File: src/rtl/edge_event_detector.sv
// Multi-channel edge detector: optional synchroniser, glitch filter,
// rise/fall pulse selection, sticky flags and a saturating event counter.
module edge_event_detector #(
    parameter int WIDTH         = 8,
    parameter int SYNC_STAGES   = 2,
    parameter int FILTER_CYCLES = 0,
    parameter int CNT_W         = 8
) (
    input  logic             clk,
    input  logic             resetn,
    input  logic [WIDTH-1:0] din,
    input  logic [WIDTH-1:0] rise_en,
    input  logic [WIDTH-1:0] fall_en,
    input  logic [WIDTH-1:0] clr,
    input  logic             count_clr,
    output logic [WIDTH-1:0] dout,
    output logic [WIDTH-1:0] sticky,
    output logic             any_event,
    output logic [CNT_W-1:0] count
);

    localparam int FW = (FILTER_CYCLES > 0) ? $clog2(FILTER_CYCLES + 1) : 1;
    localparam int PW = $clog2(WIDTH + 1);
    localparam logic [FW-1:0] FMAX = FW'(FILTER_CYCLES);
    localparam logic [CNT_W:0] CMAX = {1'b0, {CNT_W{1'b1}}};

    logic [WIDTH-1:0] s;

    generate
        if (SYNC_STAGES == 0) begin : g_nosync
            assign s = din;
        end else begin : g_sync
            logic [WIDTH-1:0] sync_q [SYNC_STAGES];

            always_ff @(posedge clk or negedge resetn) begin
                if (!resetn) begin
                    for (int k = 0; k < SYNC_STAGES; k++) begin
                        sync_q[k] <= '0;
                    end
                end else begin
                    sync_q[0] <= din;
                    for (int k = 1; k < SYNC_STAGES; k++) begin
                        sync_q[k] <= sync_q[k-1];
                    end
                end
            end

            assign s = sync_q[SYNC_STAGES-1];
        end
    endgenerate

    logic [FW-1:0]    fcnt_q [WIDTH];
    logic [FW-1:0]    fcnt_d [WIDTH];
    logic [WIDTH-1:0] lvl_q, lvl_d;
    logic [WIDTH-1:0] accept;
    logic [WIDTH-1:0] dout_q, dout_d;
    logic [WIDTH-1:0] sticky_q, sticky_d;
    logic [CNT_W-1:0] count_q, count_d;
    logic [PW-1:0]    pop;
    logic [CNT_W:0]   sum;

    // A new level is accepted once it has held FILTER_CYCLES+1 samples.
    always_comb begin
        for (int i = 0; i < WIDTH; i++) begin
            accept[i] = (s[i] != lvl_q[i]) && (fcnt_q[i] == FMAX);
            lvl_d[i]  = accept[i] ? s[i] : lvl_q[i];
            if ((s[i] == lvl_q[i]) || accept[i]) begin
                fcnt_d[i] = '0;
            end else begin
                fcnt_d[i] = fcnt_q[i] + FW'(1);
            end
        end
    end

    assign dout_d   = accept & ((s & rise_en) | (~s & fall_en));
    assign sticky_d = dout_d | (sticky_q & ~clr);

    always_comb begin
        pop = '0;
        for (int i = 0; i < WIDTH; i++) begin
            pop = pop + PW'(dout_q[i]);
        end
    end

    // Clearing still counts this cycle's pulses so none are lost.
    always_comb begin
        sum = {1'b0, count_q} + (CNT_W+1)'(pop);
        if (count_clr) begin
            count_d = CNT_W'(pop);
        end else if (sum > CMAX) begin
            count_d = CMAX[CNT_W-1:0];
        end else begin
            count_d = sum[CNT_W-1:0];
        end
    end

    always_ff @(posedge clk or negedge resetn) begin
        if (!resetn) begin
            lvl_q    <= '0;
            dout_q   <= '0;
            sticky_q <= '0;
            count_q  <= '0;
            for (int i = 0; i < WIDTH; i++) begin
                fcnt_q[i] <= '0;
            end
        end else begin
            lvl_q    <= lvl_d;
            dout_q   <= dout_d;
            sticky_q <= sticky_d;
            count_q  <= count_d;
            for (int i = 0; i < WIDTH; i++) begin
                fcnt_q[i] <= fcnt_d[i];
            end
        end
    end

    assign dout      = dout_q;
    assign sticky    = sticky_q;
    assign any_event = |dout_q;
    assign count     = count_q;

endmodule

File: config.mk
export PLATFORM = sky130hd
export DESIGN_NAME = edge_event_detector
export DESIGN_NICKNAME = d
export VERILOG_FILES = /design/src/rtl/edge_event_detector.sv
export SDC_FILE = /design/constraint.sdc
export NUM_CORES = 1
export LEC_CHECK = 0
export BUFFER_PORTS_ARGS = -buffer_cell sky130_fd_sc_hd__buf_4
export CORE_ASPECT_RATIO = 2
export CORE_MARGIN = 4
export CORE_UTILIZATION = 34
export CTS_CLUSTER_DIAMETER = 80
export DETAILED_ROUTE_END_ITERATION = 7
export GPL_TIMING_DRIVEN = 0
export MAX_ROUTING_LAYER = met4
export PLACE_DENSITY = 0.64
export SLEW_MARGIN = 20
export SYNTH_ARGS = -nofsm -noshare
export SYNTH_HDL_FRONTEND = slang
export SYNTH_SLANG_ARGS = --single-unit
File: constraint.sdc
create_clock -name clk -period 4.6 [get_ports clk]
set_input_delay 0 -clock clk [delete_from_list [all_inputs] [get_ports clk]]
set_output_delay 0 -clock clk [all_outputs]
set_load 0.05 [all_outputs]
Word-level counts from Yosys, hierarchy flattened

Index checks and enable logic that the tools add are counted.

Register bits after elaboration: 56
Input bits: 35
Logic and storage cells: 97

Reduce and logical (&&, ||, !) cells: 17
Add/subtract/negate cells: 16
Muxes and demuxes: 10
Magnitude comparators: 1
Equal/unequal tests: 16
Bitwise gates (word level): 16

Operators with widths:

| kind                                                                             | number |
|---|---|
| 8-bit bitwise AND                                                                | 4 |
| 4-bit by 1-bit adder with 4-bit output                                           | 4 |
| 8-bit 2-to-1 mux                                                                 | 2 |
| 8-bit NOT                                                                        | 2 |
| 8-bit bitwise OR                                                                 | 2 |
| 8-bit by 4-bit adder with 9-bit output                                           | 1 |
| 9-bit by 8-bit greater-than comparator with 1-bit output (second input constant) | 1 |
| 1-bit adder (second input constant)                                              | 8 |
| 1-bit == test                                                                    | 8 |
| 1-bit logical AND                                                                | 8 |
| 1-bit logical OR                                                                 | 8 |
| 1-bit 2-to-1 mux                                                                 | 8 |
| 1-bit != test                                                                    | 8 |
| 1-bit NOT                                                                        | 8 |
| 8-bit OR reduction                                                               | 1 |
| 3-bit by 1-bit adder with 4-bit output                                           | 1 |
| 2-bit by 1-bit adder with 3-bit output                                           | 1 |
| 1-bit by 1-bit adder with 2-bit output                                           | 1 |

Depth between registers and ports, before layout

Depth in word-level cells: 11
Depth in mapped cells: 14
Depth with buffers taken out: 14

Worst setup path before layout

No wires, ideal clock.

Path type: reg-to-reg
Start point: register dout_q[0] (netlist: dout[0])
End point: register count_q[5] (netlist: count[5])
Clock period less this slack: 4.083 ns
Data arrival time: 3.996 ns
Setup slack: 0.517 ns
Cell stages (with the launch flop): 13
Setup time: 0.087 ns
Cell sequence: dfrtp_1 -> inv_1 -> fa_1 -> fa_1 -> fa_1 -> inv_1 -> ha_1 -> inv_1 -> fa_1 -> fa_1 -> o21ai_4 -> a41oi_1 -> a211oi_2

Word-level cells in the longest chain between the ends: 11

Ends and longest elaborated chain:

| item                                                     | RTL line | text |
|---|---|---|
| start, declared                                          | 56       | `logic [WIDTH-1:0] dout_q, dout_d;` |
| start signal, assigned                                   | 108      | `dout_q <= dout_d;` |
| 1-bit by 1-bit adder with 2-bit output *                 | 81       | `pop = pop + PW'(dout_q[i]);` |
| 2-bit by 1-bit adder with 3-bit output *                 | 81       |  |
| 3-bit by 1-bit adder with 4-bit output *                 | 81       |  |
| 4-bit by 1-bit adder with 4-bit output * (4 in a row)    | 81       |  |
| 8-bit by 4-bit adder with 9-bit output *                 | 87       | `sum = {1'b0, count_q} + (CNT_W+1)'(pop);` |
| 9-bit by 8-bit greater-than comparator with 1-bit output | 90       | `end else if (sum > CMAX) begin` |
| 8-bit 2-to-1 mux *                                       | 90       |  |
| 8-bit 2-to-1 mux *                                       | 88       | `if (count_clr) begin` |
| via count_d[5]                                           | 58       | `logic [CNT_W-1:0] count_q, count_d;` |
| end signal, assigned                                     | 110      | `count_q <= count_d;` |
| end, declared                                            | 58       |  |

The timed path passes the listed nets; every way through them passes the cells marked *.
A chain may end at the register's enable or synchronous reset.

Final worst setup path

Start point: register dout_q[0] (netlist: dout[0])
End point: register count_q[2] (netlist: count[2])

Word-level cells in the longest chain between the ends: 11

Ends and longest elaborated chain:

| item                                                     | RTL line |
|---|---|
| 1-bit by 1-bit adder with 2-bit output *                 | 81 |
| 2-bit by 1-bit adder with 3-bit output *                 | 81 |
| 3-bit by 1-bit adder with 4-bit output *                 | 81 |
| 4-bit by 1-bit adder with 4-bit output * (4 in a row)    | 81 |
| 8-bit by 4-bit adder with 9-bit output                   | 87 |
| 9-bit by 8-bit greater-than comparator with 1-bit output | 90 |
| 8-bit 2-to-1 mux                                         | 90 |
| 8-bit 2-to-1 mux *                                       | 88 |
| via count_d[2]                                           | 58 |

Marked as above.

==> results.py <==
metrics = {
    "run_status": {
        "run_status": "finished clean",
    },
    "power": {
        "vdd_drop_max_mv": 0.243,
        "powerDensity_nw_per_um2": 388,
        "power.total_mw": 1.27,
        "p_leak_nw": 1.63,
    },
    "floorplanning": {
        "core_area_um2": 6620,
        "initial_core_util_pct": 34.8,
        "fp.dieArea_um2": 8240,
        "fp.dieW_um": 66.2,
        "rows": 42,
        "io_pins": 60,
        "die_y_um": 124,
    },
    "sta": {
        "tightest_slew_ns": 0.683,
        "max_freq_mhz": 253,
        "fin_crit_sh_pct": 85.9,
        "clock_skew_ns": 0.00311,
        "hold_viol_final": 0,
        "slew_violations": 0,
        "min_period_ns": 3.95,
        "rsz0062_at_grt": "no",
        "setup_violations": 0,
        "relSlewSlack_pct": 54.5,
        "tns_ns": 0,
        "holdWs_ns": 0.0103,
    },
    "detailed_routing": {
        "drt-pass1-iter-count": 4,
        "ant_nets": 0,
        "wl_per_cell_um": 11.9,
        "drc": 0,
        "num_vias": 1607,
        "routed_via_density": 4.44,
        "wl_um": 4300,
        "drt_iter0_drc": 65,
    },
    "critical_path": {
        "startpoint_type": "flop",
        "cp.arrival_ns": 4.12,
        "worst-setup-path-type": "flop to flop",
        "required_ns": 4.76,
        "crit_path_end_kind": "flop",
        "cp_max_fo": 6,
    },
    "cells_and_area": {
        "stdcell_count": 362,
        "final_common_cell": "buf_4",
        "area.sequential_um2": 1400,
        "postLayoutCoreUtil_pct": 49.4,
        "layout-drive-gt1-share_pct": 29.2,
        "fin_nets": 322,
        "diodes": 0,
        "layout_common_cells": "buf_4 (59), dfrtp_1 (56), inv_1 (29), dlygate4sd3_1 (24), nand3b_1 (16)",
        "multi_input_area_um2": 820,
        "fillCellCount": 631,
        "syn2layout_area_growth_pct": 42.0,
    },
    "clock_tree": {
        "cts_tree": "done",
        "cts_root_buf": "clkbuf_16",
        "cts.sinks": 56,
        "post_cts_resized": 0,
        "clock_path_buffers": 2,
        "post_cts_buffers": 0,
        "numCtsBuffers": 5,
        "worstSkewPairLatency_ns": 0.29,
        "htreeDepth": 2,
        "ctsHoldBuffers": 24,
        "cts.clk_slew.worst_paths_ns": 0.07,
    },
    "placed_design": {
        "place.port_buffers": 59,
        "gp_congestion": 0.767,
        "place_inst": 330,
        "hpwl_um": 3230,
    },
    "yosys": {
        "synth-seq-cells": 56,
        "netlist_area_um2": 2300,
        "syn-instance-count": 176,
        "synth_cell_types": 32,
        "ys_seq_area_share_pct": 60.8,
        "avgSynthCellArea_um2": 13.1,
        "ys_warn_count": 0,
    },
    "global_route": {
        "track_usage_pct": 12.2,
        "grt_overflow_total": 0,
        "grt_pass1_vias": 1714,
        "grt_max_degree": 57,
        "antenna_found_initial": 0,
        "grt_pass1_wl_um": 7530,
    },
    "flow_run": {
        "cap_violations": 0,
    },
    "hold_path": {
        "hp-class": "input port to flop",
    },
}
critical path, stage by stage, from the launching register on:
cell,delay (ns)
dfrtp_1,0.38
inv_1,0.09
fa_1,0.55
fa_1,0.44
fa_1,0.44
inv_1,0.06
ha_1,0.16
inv_1,0.05
fa_1,0.37
xnor2_1,0.25
ha_1,0.33
nand2_1,0.13
o21ai_4,0.08
a31oi_1,0.37
a2bb2oi_1,0.13
per-layer routing:
metal  up-vias  track usage (%)  part of all wire (%)
li1        776                -                     -
met1       787             11.9                    35
met2        37             21.7                    58
met3         7             2.53                   4.7
met4         0             5.99                   2.1
met5         -                -                     0
report_power, final:
part | leakage, nW | internal [mW] | switching, mW | total (mW)
sequential | 0.689 | 0.536 | 0.0272 | 0.563
combinational | 0.866 | 0.134 | 0.200 | 0.334
clock | 0.0742 | 0.204 | 0.170 | 0.374
sequential cells by signal, summed over array words and instances, names as in the netlist:
name	cells
lvl_q	8
g_sync.sync_q	8
count	8
fcnt_q	8
dout	8
s	8
sticky	8
synth_stat cells (all sizes together):
cell type  count  share of area [%]
ha             9                4.9
xor2           1               0.38
o211ai         1               0.54
a31oi          2               0.54
a211oi         2               0.87
and2           2               0.54
mux2           8                3.9
nand2          2               0.33
inv           29                4.7
nor4           1               0.27
nor2           2               0.33
nand4          1               0.27
and4bb         1               0.54
o21bai         1               0.33
xnor2          2               0.76
a41oi          1               0.38
conb           1               0.16
nand3b        16                5.2
dfrtp         56                 61
o21ai          1               0.71
a21oi         12                2.8
nand3          3               0.65
nor2b          2               0.54
nor3           1               0.43
a311oi         1               0.38
a2bb2oi        3                1.1
and3           1               0.27
a21o           8                2.6
fa             5                4.3
a22oi          1               0.33
cell families (layout without fill, tap and decap cells):
kind of cell / after synthesis / after routing / synth area share, %
buf+inv: 29 / 120 / 4.73
other cells: 1 / 8 / 0.163
simple gates: 32 / 32 / 9.40
fa+ha+maj: 14 / 14 / 9.23
xor+xnor: 3 / 3 / 1.14
compound gates: 33 / 33 / 10.6
mux: 8 / 8 / 3.91
flops: 56 / 56 / 60.8
cell type report:
class                           instances  share of cell area, %
Clock inverter                          3                  0.689
Clock buffer                            5                   3.83
Tap cell                               88                   3.37
Sequential cell                        56                   42.8
Multi-Input combinational cell         98                   25.1
Inverter                               29                   3.33
Timing Repair Buffer                   83                   20.9
through the flow:
step	worst slack (ns)	area (um^2)
6_report	0.648	3270
5_1_grt	0.295	3270
4_1_cts	0.596	3270
3_5_place_dp	0.621	2880
3_3_place_gp	0.674	2880
2_1_floorplan	0.517	2330
worst paths after layout:
kind                                         from         to  slack (ns)  cells after the start
min in group asynchronous                  resetn  fcnt_q[7]        0.29                      2
worst min-delay path                   fall_en[7]    dout[7]        0.01                      3
max in group asynchronous                  resetn   lvl_q[5]        3.86                      2
worst max-delay path                      dout[0]   count[2]        0.65                     14
worst max register to register            dout[0]   count[2]        0.65                     14
worst min register to register  g_sync.sync_q[10]       s[2]        0.35                      0
(Power assumes the default switching activity.)
